**src/rtl/trap_ctrl_if.sv**
```systemverilog
// Commit-side bundle between the ROB commit ports, the trap controller and the CSR/flush network.
// Lane 0 is the oldest. A lane commits when rob_cmt_valid_i[i] is high and cmt_stall_o is low.
// While cmt_stall_o is high the controller ignores every lane and the ROB must hold its entries.
interface trap_ctrl_if #(
    parameter int CMT_WIDTH             = 2,
    parameter int PC_WIDTH              = 40,
    parameter int EXCEPTION_CAUSE_WIDTH = 4,
    parameter int RET_W                 = $clog2(CMT_WIDTH + 1)
);
    logic [CMT_WIDTH-1:0]                       rob_cmt_valid_i;
    logic [CMT_WIDTH*PC_WIDTH-1:0]              rob_cmt_pc_i;
    logic [CMT_WIDTH-1:0]                       rob_cmt_exp_i;
    logic [CMT_WIDTH*EXCEPTION_CAUSE_WIDTH-1:0] rob_cmt_ecause_i;
    logic [CMT_WIDTH-1:0]                       rob_cmt_mret_i;
    logic [CMT_WIDTH-1:0]                       rob_cmt_sret_i;
    logic [CMT_WIDTH-1:0]                       rob_cmt_wfi_i;
    logic                                       predict_miss_i;
    logic                                       interrupt_i;

    logic                             cmt_stall_o;
    logic                             global_trap_o;
    logic                             global_mret_o;
    logic                             global_sret_o;
    logic                             global_ret_o;
    logic                             global_wfi_o;
    logic                             global_predict_miss_o;
    logic [PC_WIDTH-1:0]              csr_pc_o;
    logic [EXCEPTION_CAUSE_WIDTH-1:0] csr_ecause_o;
    logic                             csr_intr_o;
    logic [RET_W-1:0]                 csr_retired_o;
    logic [1:0]                       dbg_state;

    modport master (
        output rob_cmt_valid_i, rob_cmt_pc_i, rob_cmt_exp_i, rob_cmt_ecause_i,
               rob_cmt_mret_i, rob_cmt_sret_i, rob_cmt_wfi_i, predict_miss_i, interrupt_i,
        input  cmt_stall_o, global_trap_o, global_mret_o, global_sret_o, global_ret_o,
               global_wfi_o, global_predict_miss_o, csr_pc_o, csr_ecause_o, csr_intr_o,
               csr_retired_o, dbg_state
    );

    modport slave (
        input  rob_cmt_valid_i, rob_cmt_pc_i, rob_cmt_exp_i, rob_cmt_ecause_i,
               rob_cmt_mret_i, rob_cmt_sret_i, rob_cmt_wfi_i, predict_miss_i, interrupt_i,
        output cmt_stall_o, global_trap_o, global_mret_o, global_sret_o, global_ret_o,
               global_wfi_o, global_predict_miss_o, csr_pc_o, csr_ecause_o, csr_intr_o,
               csr_retired_o, dbg_state
    );
endinterface

```
**src/rtl/trap_ctrl.sv**
```systemverilog
// Multi-lane commit exception controller: picks the oldest trap/xRET/WFI among the commit lanes,
// emits registered trap/return/redirect pulses and parks commit during flush drain and WFI sleep.
module trap_ctrl #(
    parameter int CMT_WIDTH             = 2,
    parameter int PC_WIDTH              = 40,
    parameter int EXCEPTION_CAUSE_WIDTH = 4,
    parameter int FLUSH_CYCLES          = 2,
    parameter int RET_W                 = $clog2(CMT_WIDTH + 1)
) (
    input logic        clk,
    input logic        rst,
    trap_ctrl_if.slave cmt
);
    typedef enum logic [1:0] {IDLE = 2'd0, FLUSH = 2'd1, WFI = 2'd2} state_t;
    localparam int CNT_W = (FLUSH_CYCLES > 1) ? $clog2(FLUSH_CYCLES) : 1;

    state_t                           state, state_n;
    logic [CNT_W-1:0]                 flush_cnt, flush_cnt_n;
    logic [PC_WIDTH-1:0]              saved_pc, saved_pc_n;
    logic                             trap_q, trap_n, mret_q, mret_n, sret_q, sret_n;
    logic                             pm_q, pm_n, intr_q, intr_n;
    logic [PC_WIDTH-1:0]              pc_q, pc_n;
    logic [EXCEPTION_CAUSE_WIDTH-1:0] cause_q, cause_n;
    logic [RET_W-1:0]                 retired_q, retired_n;

    logic                             alive, ev_found, ev_exp, ev_mret, ev_sret;
    logic [PC_WIDTH-1:0]              ev_pc;
    logic [EXCEPTION_CAUSE_WIDTH-1:0] ev_cause;
    logic [RET_W-1:0]                 ret_cnt;
    logic                             irq_take;

    // Walk lanes oldest-first; the first flagged lane stops retirement of everything younger.
    always_comb begin
        alive    = 1'b1;
        ev_found = 1'b0;
        ev_exp   = 1'b0;
        ev_mret  = 1'b0;
        ev_sret  = 1'b0;
        ev_pc    = '0;
        ev_cause = '0;
        ret_cnt  = '0;
        for (int i = 0; i < CMT_WIDTH; i++) begin
            if (alive && cmt.rob_cmt_valid_i[i]) begin
                if (cmt.rob_cmt_exp_i[i] | cmt.rob_cmt_mret_i[i] |
                    cmt.rob_cmt_sret_i[i] | cmt.rob_cmt_wfi_i[i]) begin
                    alive    = 1'b0;
                    ev_found = 1'b1;
                    ev_exp   = cmt.rob_cmt_exp_i[i];
                    ev_mret  = cmt.rob_cmt_mret_i[i];
                    ev_sret  = cmt.rob_cmt_sret_i[i];
                    ev_pc    = cmt.rob_cmt_pc_i[i*PC_WIDTH +: PC_WIDTH];
                    ev_cause = cmt.rob_cmt_ecause_i[i*EXCEPTION_CAUSE_WIDTH +: EXCEPTION_CAUSE_WIDTH];
                    if (!cmt.rob_cmt_exp_i[i]) ret_cnt = ret_cnt + RET_W'(1);
                end else begin
                    ret_cnt = ret_cnt + RET_W'(1);
                end
            end
        end
    end

    assign irq_take = cmt.interrupt_i && cmt.rob_cmt_valid_i[0];

    always_comb begin
        state_n     = state;
        flush_cnt_n = flush_cnt;
        saved_pc_n  = saved_pc;
        trap_n      = 1'b0;
        mret_n      = 1'b0;
        sret_n      = 1'b0;
        pm_n        = 1'b0;
        intr_n      = 1'b0;
        pc_n        = '0;
        cause_n     = '0;
        retired_n   = '0;
        case (state)
            IDLE: begin
                if (irq_take) begin
                    trap_n      = 1'b1;
                    intr_n      = 1'b1;
                    pc_n        = cmt.rob_cmt_pc_i[PC_WIDTH-1:0];
                    state_n     = FLUSH;
                    flush_cnt_n = CNT_W'(FLUSH_CYCLES - 1);
                end else begin
                    retired_n = ret_cnt;
                    if (ev_found) begin
                        if (ev_exp) begin
                            trap_n  = 1'b1;
                            pc_n    = ev_pc;
                            cause_n = ev_cause;
                        end else if (ev_mret) begin
                            mret_n = 1'b1;
                        end else if (ev_sret) begin
                            sret_n = 1'b1;
                        end
                        if (ev_exp || ev_mret || ev_sret) begin
                            state_n     = FLUSH;
                            flush_cnt_n = CNT_W'(FLUSH_CYCLES - 1);
                        end else begin
                            saved_pc_n = ev_pc + PC_WIDTH'(4);
                            state_n    = WFI;
                        end
                    end
                    // A trap/xRET flush supersedes the branch redirect.
                    pm_n = cmt.predict_miss_i && !(trap_n || mret_n || sret_n);
                end
            end
            WFI: begin
                if (cmt.interrupt_i) begin
                    trap_n      = 1'b1;
                    intr_n      = 1'b1;
                    pc_n        = saved_pc;
                    state_n     = FLUSH;
                    flush_cnt_n = CNT_W'(FLUSH_CYCLES - 1);
                end
            end
            FLUSH: begin
                if (flush_cnt == '0) state_n = IDLE;
                else flush_cnt_n = flush_cnt - CNT_W'(1);
            end
            default: state_n = IDLE;
        endcase
    end

    always_ff @(posedge clk or posedge rst) begin
        if (rst) begin
            state     <= IDLE;
            flush_cnt <= '0;
            saved_pc  <= '0;
            trap_q    <= 1'b0;
            mret_q    <= 1'b0;
            sret_q    <= 1'b0;
            pm_q      <= 1'b0;
            intr_q    <= 1'b0;
            pc_q      <= '0;
            cause_q   <= '0;
            retired_q <= '0;
        end else begin
            state     <= state_n;
            flush_cnt <= flush_cnt_n;
            saved_pc  <= saved_pc_n;
            trap_q    <= trap_n;
            mret_q    <= mret_n;
            sret_q    <= sret_n;
            pm_q      <= pm_n;
            intr_q    <= intr_n;
            pc_q      <= pc_n;
            cause_q   <= cause_n;
            retired_q <= retired_n;
        end
    end

    assign cmt.cmt_stall_o           = (state != IDLE);
    assign cmt.global_trap_o         = trap_q;
    assign cmt.global_mret_o         = mret_q;
    assign cmt.global_sret_o         = sret_q;
    assign cmt.global_ret_o          = mret_q | sret_q;
    assign cmt.global_wfi_o          = (state == WFI);
    assign cmt.global_predict_miss_o = pm_q;
    assign cmt.csr_pc_o              = pc_q;
    assign cmt.csr_ecause_o          = cause_q;
    assign cmt.csr_intr_o            = intr_q;
    assign cmt.csr_retired_o         = retired_q;
    assign cmt.dbg_state             = state;
endmodule

```
**src/flat_wrapper.sv**
```systemverilog
// flat-port wrapper written by rule: the top's interface ports become plain ports
module trap_ctrl_flat 
#(
    parameter int CMT_WIDTH             = 2,
    parameter int PC_WIDTH              = 40,
    parameter int EXCEPTION_CAUSE_WIDTH = 4,
    parameter int FLUSH_CYCLES          = 2,
    parameter int RET_W                 = $clog2(CMT_WIDTH + 1)
)
  (clk, rst, cmt_rob_cmt_valid_i, cmt_rob_cmt_pc_i, cmt_rob_cmt_exp_i, cmt_rob_cmt_ecause_i, cmt_rob_cmt_mret_i, cmt_rob_cmt_sret_i, cmt_rob_cmt_wfi_i, cmt_predict_miss_i, cmt_interrupt_i, cmt_cmt_stall_o, cmt_global_trap_o, cmt_global_mret_o, cmt_global_sret_o, cmt_global_ret_o, cmt_global_wfi_o, cmt_global_predict_miss_o, cmt_csr_pc_o, cmt_csr_ecause_o, cmt_csr_intr_o, cmt_csr_retired_o, cmt_dbg_state);
  trap_ctrl_if #(.CMT_WIDTH(CMT_WIDTH), .PC_WIDTH(PC_WIDTH), .EXCEPTION_CAUSE_WIDTH(EXCEPTION_CAUSE_WIDTH), .RET_W(RET_W)) cmt_i ();
  input logic clk;
  input logic rst;
  input wire logic [$bits(cmt_i.rob_cmt_valid_i)-1:0] cmt_rob_cmt_valid_i;
  input wire logic [$bits(cmt_i.rob_cmt_pc_i)-1:0] cmt_rob_cmt_pc_i;
  input wire logic [$bits(cmt_i.rob_cmt_exp_i)-1:0] cmt_rob_cmt_exp_i;
  input wire logic [$bits(cmt_i.rob_cmt_ecause_i)-1:0] cmt_rob_cmt_ecause_i;
  input wire logic [$bits(cmt_i.rob_cmt_mret_i)-1:0] cmt_rob_cmt_mret_i;
  input wire logic [$bits(cmt_i.rob_cmt_sret_i)-1:0] cmt_rob_cmt_sret_i;
  input wire logic [$bits(cmt_i.rob_cmt_wfi_i)-1:0] cmt_rob_cmt_wfi_i;
  input wire logic [$bits(cmt_i.predict_miss_i)-1:0] cmt_predict_miss_i;
  input wire logic [$bits(cmt_i.interrupt_i)-1:0] cmt_interrupt_i;
  output wire logic [$bits(cmt_i.cmt_stall_o)-1:0] cmt_cmt_stall_o;
  output wire logic [$bits(cmt_i.global_trap_o)-1:0] cmt_global_trap_o;
  output wire logic [$bits(cmt_i.global_mret_o)-1:0] cmt_global_mret_o;
  output wire logic [$bits(cmt_i.global_sret_o)-1:0] cmt_global_sret_o;
  output wire logic [$bits(cmt_i.global_ret_o)-1:0] cmt_global_ret_o;
  output wire logic [$bits(cmt_i.global_wfi_o)-1:0] cmt_global_wfi_o;
  output wire logic [$bits(cmt_i.global_predict_miss_o)-1:0] cmt_global_predict_miss_o;
  output wire logic [$bits(cmt_i.csr_pc_o)-1:0] cmt_csr_pc_o;
  output wire logic [$bits(cmt_i.csr_ecause_o)-1:0] cmt_csr_ecause_o;
  output wire logic [$bits(cmt_i.csr_intr_o)-1:0] cmt_csr_intr_o;
  output wire logic [$bits(cmt_i.csr_retired_o)-1:0] cmt_csr_retired_o;
  output wire logic [$bits(cmt_i.dbg_state)-1:0] cmt_dbg_state;
  assign cmt_i.rob_cmt_valid_i = cmt_rob_cmt_valid_i;
  assign cmt_i.rob_cmt_pc_i = cmt_rob_cmt_pc_i;
  assign cmt_i.rob_cmt_exp_i = cmt_rob_cmt_exp_i;
  assign cmt_i.rob_cmt_ecause_i = cmt_rob_cmt_ecause_i;
  assign cmt_i.rob_cmt_mret_i = cmt_rob_cmt_mret_i;
  assign cmt_i.rob_cmt_sret_i = cmt_rob_cmt_sret_i;
  assign cmt_i.rob_cmt_wfi_i = cmt_rob_cmt_wfi_i;
  assign cmt_i.predict_miss_i = cmt_predict_miss_i;
  assign cmt_i.interrupt_i = cmt_interrupt_i;
  assign cmt_cmt_stall_o = cmt_i.cmt_stall_o;
  assign cmt_global_trap_o = cmt_i.global_trap_o;
  assign cmt_global_mret_o = cmt_i.global_mret_o;
  assign cmt_global_sret_o = cmt_i.global_sret_o;
  assign cmt_global_ret_o = cmt_i.global_ret_o;
  assign cmt_global_wfi_o = cmt_i.global_wfi_o;
  assign cmt_global_predict_miss_o = cmt_i.global_predict_miss_o;
  assign cmt_csr_pc_o = cmt_i.csr_pc_o;
  assign cmt_csr_ecause_o = cmt_i.csr_ecause_o;
  assign cmt_csr_intr_o = cmt_i.csr_intr_o;
  assign cmt_csr_retired_o = cmt_i.csr_retired_o;
  assign cmt_dbg_state = cmt_i.dbg_state;
  trap_ctrl #(.CMT_WIDTH(CMT_WIDTH), .PC_WIDTH(PC_WIDTH), .EXCEPTION_CAUSE_WIDTH(EXCEPTION_CAUSE_WIDTH), .FLUSH_CYCLES(FLUSH_CYCLES), .RET_W(RET_W)) u_core (.clk(clk), .rst(rst), .cmt(cmt_i));
endmodule
```
**config.mk**
```make
export PLATFORM = sky130hd
export DESIGN_NAME = trap_ctrl_flat
export DESIGN_NICKNAME = d
export VERILOG_FILES = /design/src/rtl/trap_ctrl_if.sv /design/src/rtl/trap_ctrl.sv /design/src/flat_wrapper.sv
export SDC_FILE = /design/constraint.sdc
export NUM_CORES = 1
export LEC_CHECK = 0
export ABC_AREA = 0
export BUFFER_PORTS_ARGS = -buffer_cell sky130_fd_sc_hd__buf_2
export CAP_MARGIN = 40
export CORE_MARGIN = 5
export CORE_UTILIZATION = 52
export CTS_CLUSTER_SIZE = 28
export DETAILED_ROUTE_END_ITERATION = 12
export PLACE_DENSITY = 0.77
export SYNTH_ARGS = -nofsm -noshare
export SYNTH_HDL_FRONTEND = slang
export SYNTH_SLANG_ARGS = --single-unit
```
**constraint.sdc**
```tcl
create_clock -name clk -period 2.8 [get_ports clk]
set_input_delay 0.14 -clock clk [delete_from_list [all_inputs] [get_ports clk]]
set_output_delay 0.14 -clock clk [all_outputs]
set_load 0.005 [all_outputs]
```
# After elaboration in Yosys (flattened, before gate mapping)

Cells that the tools add are included.

Output and inout bits: 56
Input port bits: 102
Bits in registers: 94
Logic and storage cells: 124

Reductions and logical operators: 14
Equality and inequality tests: 6
Add/subtract/negate cells: 3
Bitwise gates (word level): 9
Mux-type cells: 81

Operators by type and width:

| operator                                              | count |
|---|---|
| two-way mux 40 bit                                    | 8 |
| one-hot mux 40 bit (2 select lines)                   | 1 |
| two-way mux 1 bit                                     | 49 |
| adder 40 x 3 -> 40 bit, second input constant         | 1 |
| two-way mux 4 bit                                     | 8 |
| two-way mux 2 bit                                     | 11 |
| AND reduction 4 bit                                   | 2 |
| OR 1 bit                                              | 7 |
| inequality test 3 x 1 -> 1 bit, second input constant | 2 |
| one-hot mux 2 bit (3 select lines)                    | 1 |
| logical OR 1 bit                                      | 4 |
| inequality test 2 bit, second input constant          | 2 |
| one-hot mux 1 bit (2 select lines)                    | 2 |
| logical AND 1 bit                                     | 3 |
| one-hot mux 1 bit (3 select lines)                    | 1 |
| AND reduction 3 bit                                   | 1 |
| nonzero test 3 bit                                    | 1 |
| adder 2 x 1 -> 2 bit, second input constant           | 1 |
| equality test 2 x 1 -> 1 bit, second input constant   | 1 |
| equality test 2 bit, second input constant            | 1 |
| zero test 2 bit                                       | 1 |
| NOT 1 bit                                             | 2 |
| nonzero test 2 bit                                    | 1 |
| zero test 1 bit                                       | 1 |
| subtractor 1 bit, second input constant               | 1 |

# Logic depth before layout (Yosys ltp)

Depth after elaboration: 18
Gate-level depth with buffers: 12

# Least setup slack after synthesis

OpenSTA, ideal clock, no wires.

Kind: input to register
Start point: input cmt_rob_cmt_wfi_i[0]
End point: register u_core.saved_pc[38]
Buffers on the path: 3
Stages on the path: 12
Arrival time: 2988 ps
Setup slack: -284 ps
Library setup time: 95 ps
Path through: o41a_1 > buf_2 > nor2_1 > clkbuf_1 > buf_1 > a22o_1 > ha_1 > inv_1 > a221oi_4 > nand3_4 > o31a_1 > o31ai_1

Longest elaborated chain between the ends: 9
Elaborated cells between the ends (all ways): 29

RTL lines:

| element                                                                        | RTL line           | RTL |
|---|---|---|
| from (decl)                                                                    | flat_wrapper.sv:20 | `input wire logic [$bits(cmt_i.rob_cmt_wfi_i)-1:0] cmt_rob_cmt_wfi_i;` |
| OR 1 bit (*)                                                                   | trap_ctrl.sv:45    | `cmt.rob_cmt_sret_i[i] \| cmt.rob_cmt_wfi_i[i]) begin` |
| parallel branches: the longest is 8 deep, another holds adder 40 x 3 -> 40 bit | --                 |  |
| to (signal assigned)                                                           | trap_ctrl.sv:140   | `saved_pc <= saved_pc_n;` |
| to (decl)                                                                      | trap_ctrl.sv:19    | `logic [PC_WIDTH-1:0] saved_pc, saved_pc_n;` |

Every way passes the cells marked *.
A chain may end at the register's enable or synchronous reset.

# Worst setup path in the final report

Start point: register u_core.state[0], in the netlist u_core.cmt.dbg_state[0]
End point: register u_core.saved_pc[27]

Longest elaborated chain between the ends: 2

RTL lines:

| element                              | RTL line         | RTL |
|---|---|---|
| from (decl)                          | trap_ctrl.sv:17  | `state_t state, state_n;` |
| from (signal assigned)               | trap_ctrl.sv:138 | `state <= state_n;` |
| zero test 2 bit                      | trap_ctrl.sv:75  | `case (state)` |
| AND reduction 4 bit (no source line) | --               |  |

No other way between the ends.

==> impl_metrics.csv <==
group,metric,value,unit
floorplanning,num_rows,37,
route,vias,5620,
synthesis,synth.area.top_cells,"dfrtp_1 (44%), a22oi_1 (8.9%), nand2_1 (6.4%), o21ai_0 (5.2%), nand3_1 (3.3%)",
placement,numPlacedInstances,882,
setup_path,endpoint_kind,"register",
route,drc,0,
floorplanning,coreArea,10200,um^2
placement,pre_cts_slack,0.177,ns
power_and_ir_drop,vdd_ir_drop_max,316,uV
setup_path,cp_max_fo,15,
global_routing,antenna_found_initial,0,
clocking,clock_latency,0.37,ns
power_and_ir_drop,cellLeakagePower,3.15,nW
timing,setup_viol,0,
route,drt_first_pass_iters,5,
timing,max_slew_margin,55.5,%
synthesis,synth_edf_count,0,
layout,drive_gt1_share,28.3,%
timing,period_minus_slack,2.28,ns
hold_path,whs_path_depth,2,
layout,stdcell_area,6630,um^2
placement,place_hpwl,12.3,mm
clocking,cts_setup_buffers,0,
setup_path,rr_worst_depth,7,
placement,place_congestion,0.900,
synthesis,post-synth-top-area-cell,"dfrtp_1",
setup_path,r2r-start,"u_core.cmt.dbg_state[0]$_DFFE_PP0P_",
timing,hold_viol_final,0,
floorplanning,dieHeight,112,um
clocking,cts-root-buf,"clkbuf_8",
synthesis,synth.top_cell.area_share,43.7,%
global_routing,grt-ovfl-total,0,
global_routing,grt_pass1_vias,5785,
floorplanning,die_area,12500,um^2
floorplanning,io_pins,158,
placement,placed_area,6410,um^2
synthesis,synthFlopType,"dfrtp_1",
setup_path,crit_arrival,2.55,ns
synthesis,async_flop_share,100,%
global_routing,grt_pass1_wl,27.8,mm
global_routing,gr-usage-all-layers,27.0,%
timing,finClkSkew,0.00865,ns
clocking,cts_buffers,9,
clocking,clockBufferDepth,2,
layout,nets,862,
route,antenna_left,0,
floorplanning,die_x,112,um
hold_path,whs_endpoint,"u_core.cmt.global_predict_miss_o$_DFF_PP0_",
timing,post-route-period-util,81.6,%
timing,drv_slew,0,
synthesis,yosys_warnings,0,
flow_run,maxCapViolations,0,
hold_path,hp-start,"cmt_predict_miss_i",
global_routing,grt_max_degree,52,
timing,setup_ws,0.515,ns
setup_path,critPathRequiredTime,3.07,ns
clocking,clk_pin_slew_worst_paths,0.10,ns
synthesis,synth_nets,706,
timing,max_freq,438,MHz
hold_path,hp-class,"input port to register",
clocking,cts_sinks,94,
timing,fin_hold_ws,0.0117,ns
synthesis,ys_seq_area_share,43.7,%
synthesis,ys_ff_latch,94,
setup_path,rrSetupSlack,0.52,ns
setup_path,startpoint_type,"register",
clocking,cts_resized,0,
synthesis,avgSynthCellArea,8.94,um^2
route,drt_wl_total,17.0,mm
layout,area_growth_syn_to_layout,23.1,%
placement,io_buffer_count,157,
layout,layout_commonest_cell,"buf_2",
route,drt_iter0_markers,480,
clocking,cts_tree,"done",
setup_path,r2r_end,"u_core.saved_pc[27]$_DFFE_PP0P_",
synthesis,ys_types,59,
timing,tightest_slew,0.668,ns
layout,most-common-layout-cells,"buf_2 (157), dfrtp_1 (94), nand2_1 (92), a22oi_1 (64), o21ai_0 (56)",
timing,setup_tns,0,ns
layout,fin_cells,899,
layout,antenna_cells,0,
synthesis,synthCells,602,
power_and_ir_drop,power_density,621,nW/um^2
outcome,status,"complete, no violations",
clocking,cts-htree-levels,3,
route,via_per_inst,6.25,
route,wl_per_cell,18.9,um
floorplanning,start_util,52.6,%
setup_path,critical_path_class,"register to register",
timing,rsz0062_at_grt,"false",
synthesis,syn_area,5380,um^2
clocking,cts_hold_buf,1,
## worst max path at each step
stage                                                   start                         endpoint  slack (ns)  cells after the start
after floorplan                          cmt_rob_cmt_wfi_i[0]  u_core.saved_pc[38]$_DFFE_PP0P_       0.006                     12
after global routing      u_core.cmt.dbg_state[0]$_DFFE_PP0P_  u_core.saved_pc[30]$_DFFE_PP0P_        0.35                      6
after detailed placement                 cmt_rob_cmt_wfi_i[0]  u_core.saved_pc[38]$_DFFE_PP0P_        0.18                     10
after global placement                   cmt_rob_cmt_wfi_i[0]  u_core.saved_pc[38]$_DFFE_PP0P_        0.27                     10
final                     u_core.cmt.dbg_state[0]$_DFFE_PP0P_  u_core.saved_pc[27]$_DFFE_PP0P_        0.52                      7
after CTS                 u_core.cmt.dbg_state[0]$_DFFE_PP0P_  u_core.saved_pc[27]$_DFFE_PP0P_        0.51                      7
## synthesized netlist by cell type, types with 4 or more instances
library cell and number:
and3_1 10, a22oi_1 64, nor4_1 7, dfrtp_1 94
a22o_1 9, nand3_1 35, o21ai_0 56, o31ai_1 10
o31a_1 4, nor3_1 11, o21a_1 7, nand2_1 92
clkbuf_1 29, or4_1 4, and4_1 4, nand4_1 16
a21oi_1 19, nor2_1 17, and2_1 13, xnor2_1 15
a222oi_1 4, buf_2 5, inv_1 11, a21o_1 4
## logic make-up after synthesis
kind of cell               synth area share, %
DFF                                       43.7
buffers and inverters                     3.81
adders and majority gates                0.465
xor gates and xnor gates                  2.93
AOI/OAI and AO/OA                         27.7
and+or+nand+nor                           21.4
## metal layers
layer	vias up	global-route usage (%)	wire length, um
met2	329	44.3	8190
met5	-	0	0
met3	49	5.00	1610
met1	2666	34.5	6700
met4	0	13.1	459
li1	2576	-	-
## layout make-up
cell class	count	area (um^2)
clock buffer	10	138
clock inverter	6	70.1
fill	876	3600
inverter	11	43.8
multi-input combinational	458	2840
sequential	94	2350
tap	136	170
timing repair buffer	184	1020
## report_power, final
group          internal, mW  switching [mW]  leakage [nW]
clock                 0.442           0.504        0.0951
sequential             1.76           0.212          1.24
combinational         0.495           0.705          1.81
## critical path, stage by stage (launching register included)
cell,delay (ns)
dfrtp_1,0.43
a211oi_1,0.24
buf_4,0.16
o211a_1,0.25
nand3_2,0.32
buf_4,0.32
buf_4,0.18
o31ai_1,0.28
## registers in the layout, summed over array words and instances, names as in the netlist
register                          count
u_core.cmt.csr_pc_o                  40
u_core.saved_pc                      40
u_core.cmt.csr_ecause_o               4
u_core.cmt.csr_retired_o              2
u_core.cmt.dbg_state                  2
u_core.cmt.csr_intr_o                 1
u_core.cmt.global_mret_o              1
u_core.cmt.global_predict_miss_o      1
u_core.cmt.global_sret_o              1
u_core.cmt.global_trap_o              1
u_core.flush_cnt                      1
## per-stage QoR
| step | total power [mW] | utilization [%] |
|---|---|---|
| 2_1_floorplan | 2.65 | - |
| 3_3_place_gp | 3.13 | 62.7 |
| 3_5_place_dp | 3.18 | 62.7 |
| 4_1_cts | 4.12 | 64.8 |
| 5_1_grt | 4.38 | 64.8 |
| 6_report | 4.12 | 64.8 |
Note: power is estimated with default switching activity, not from simulation.
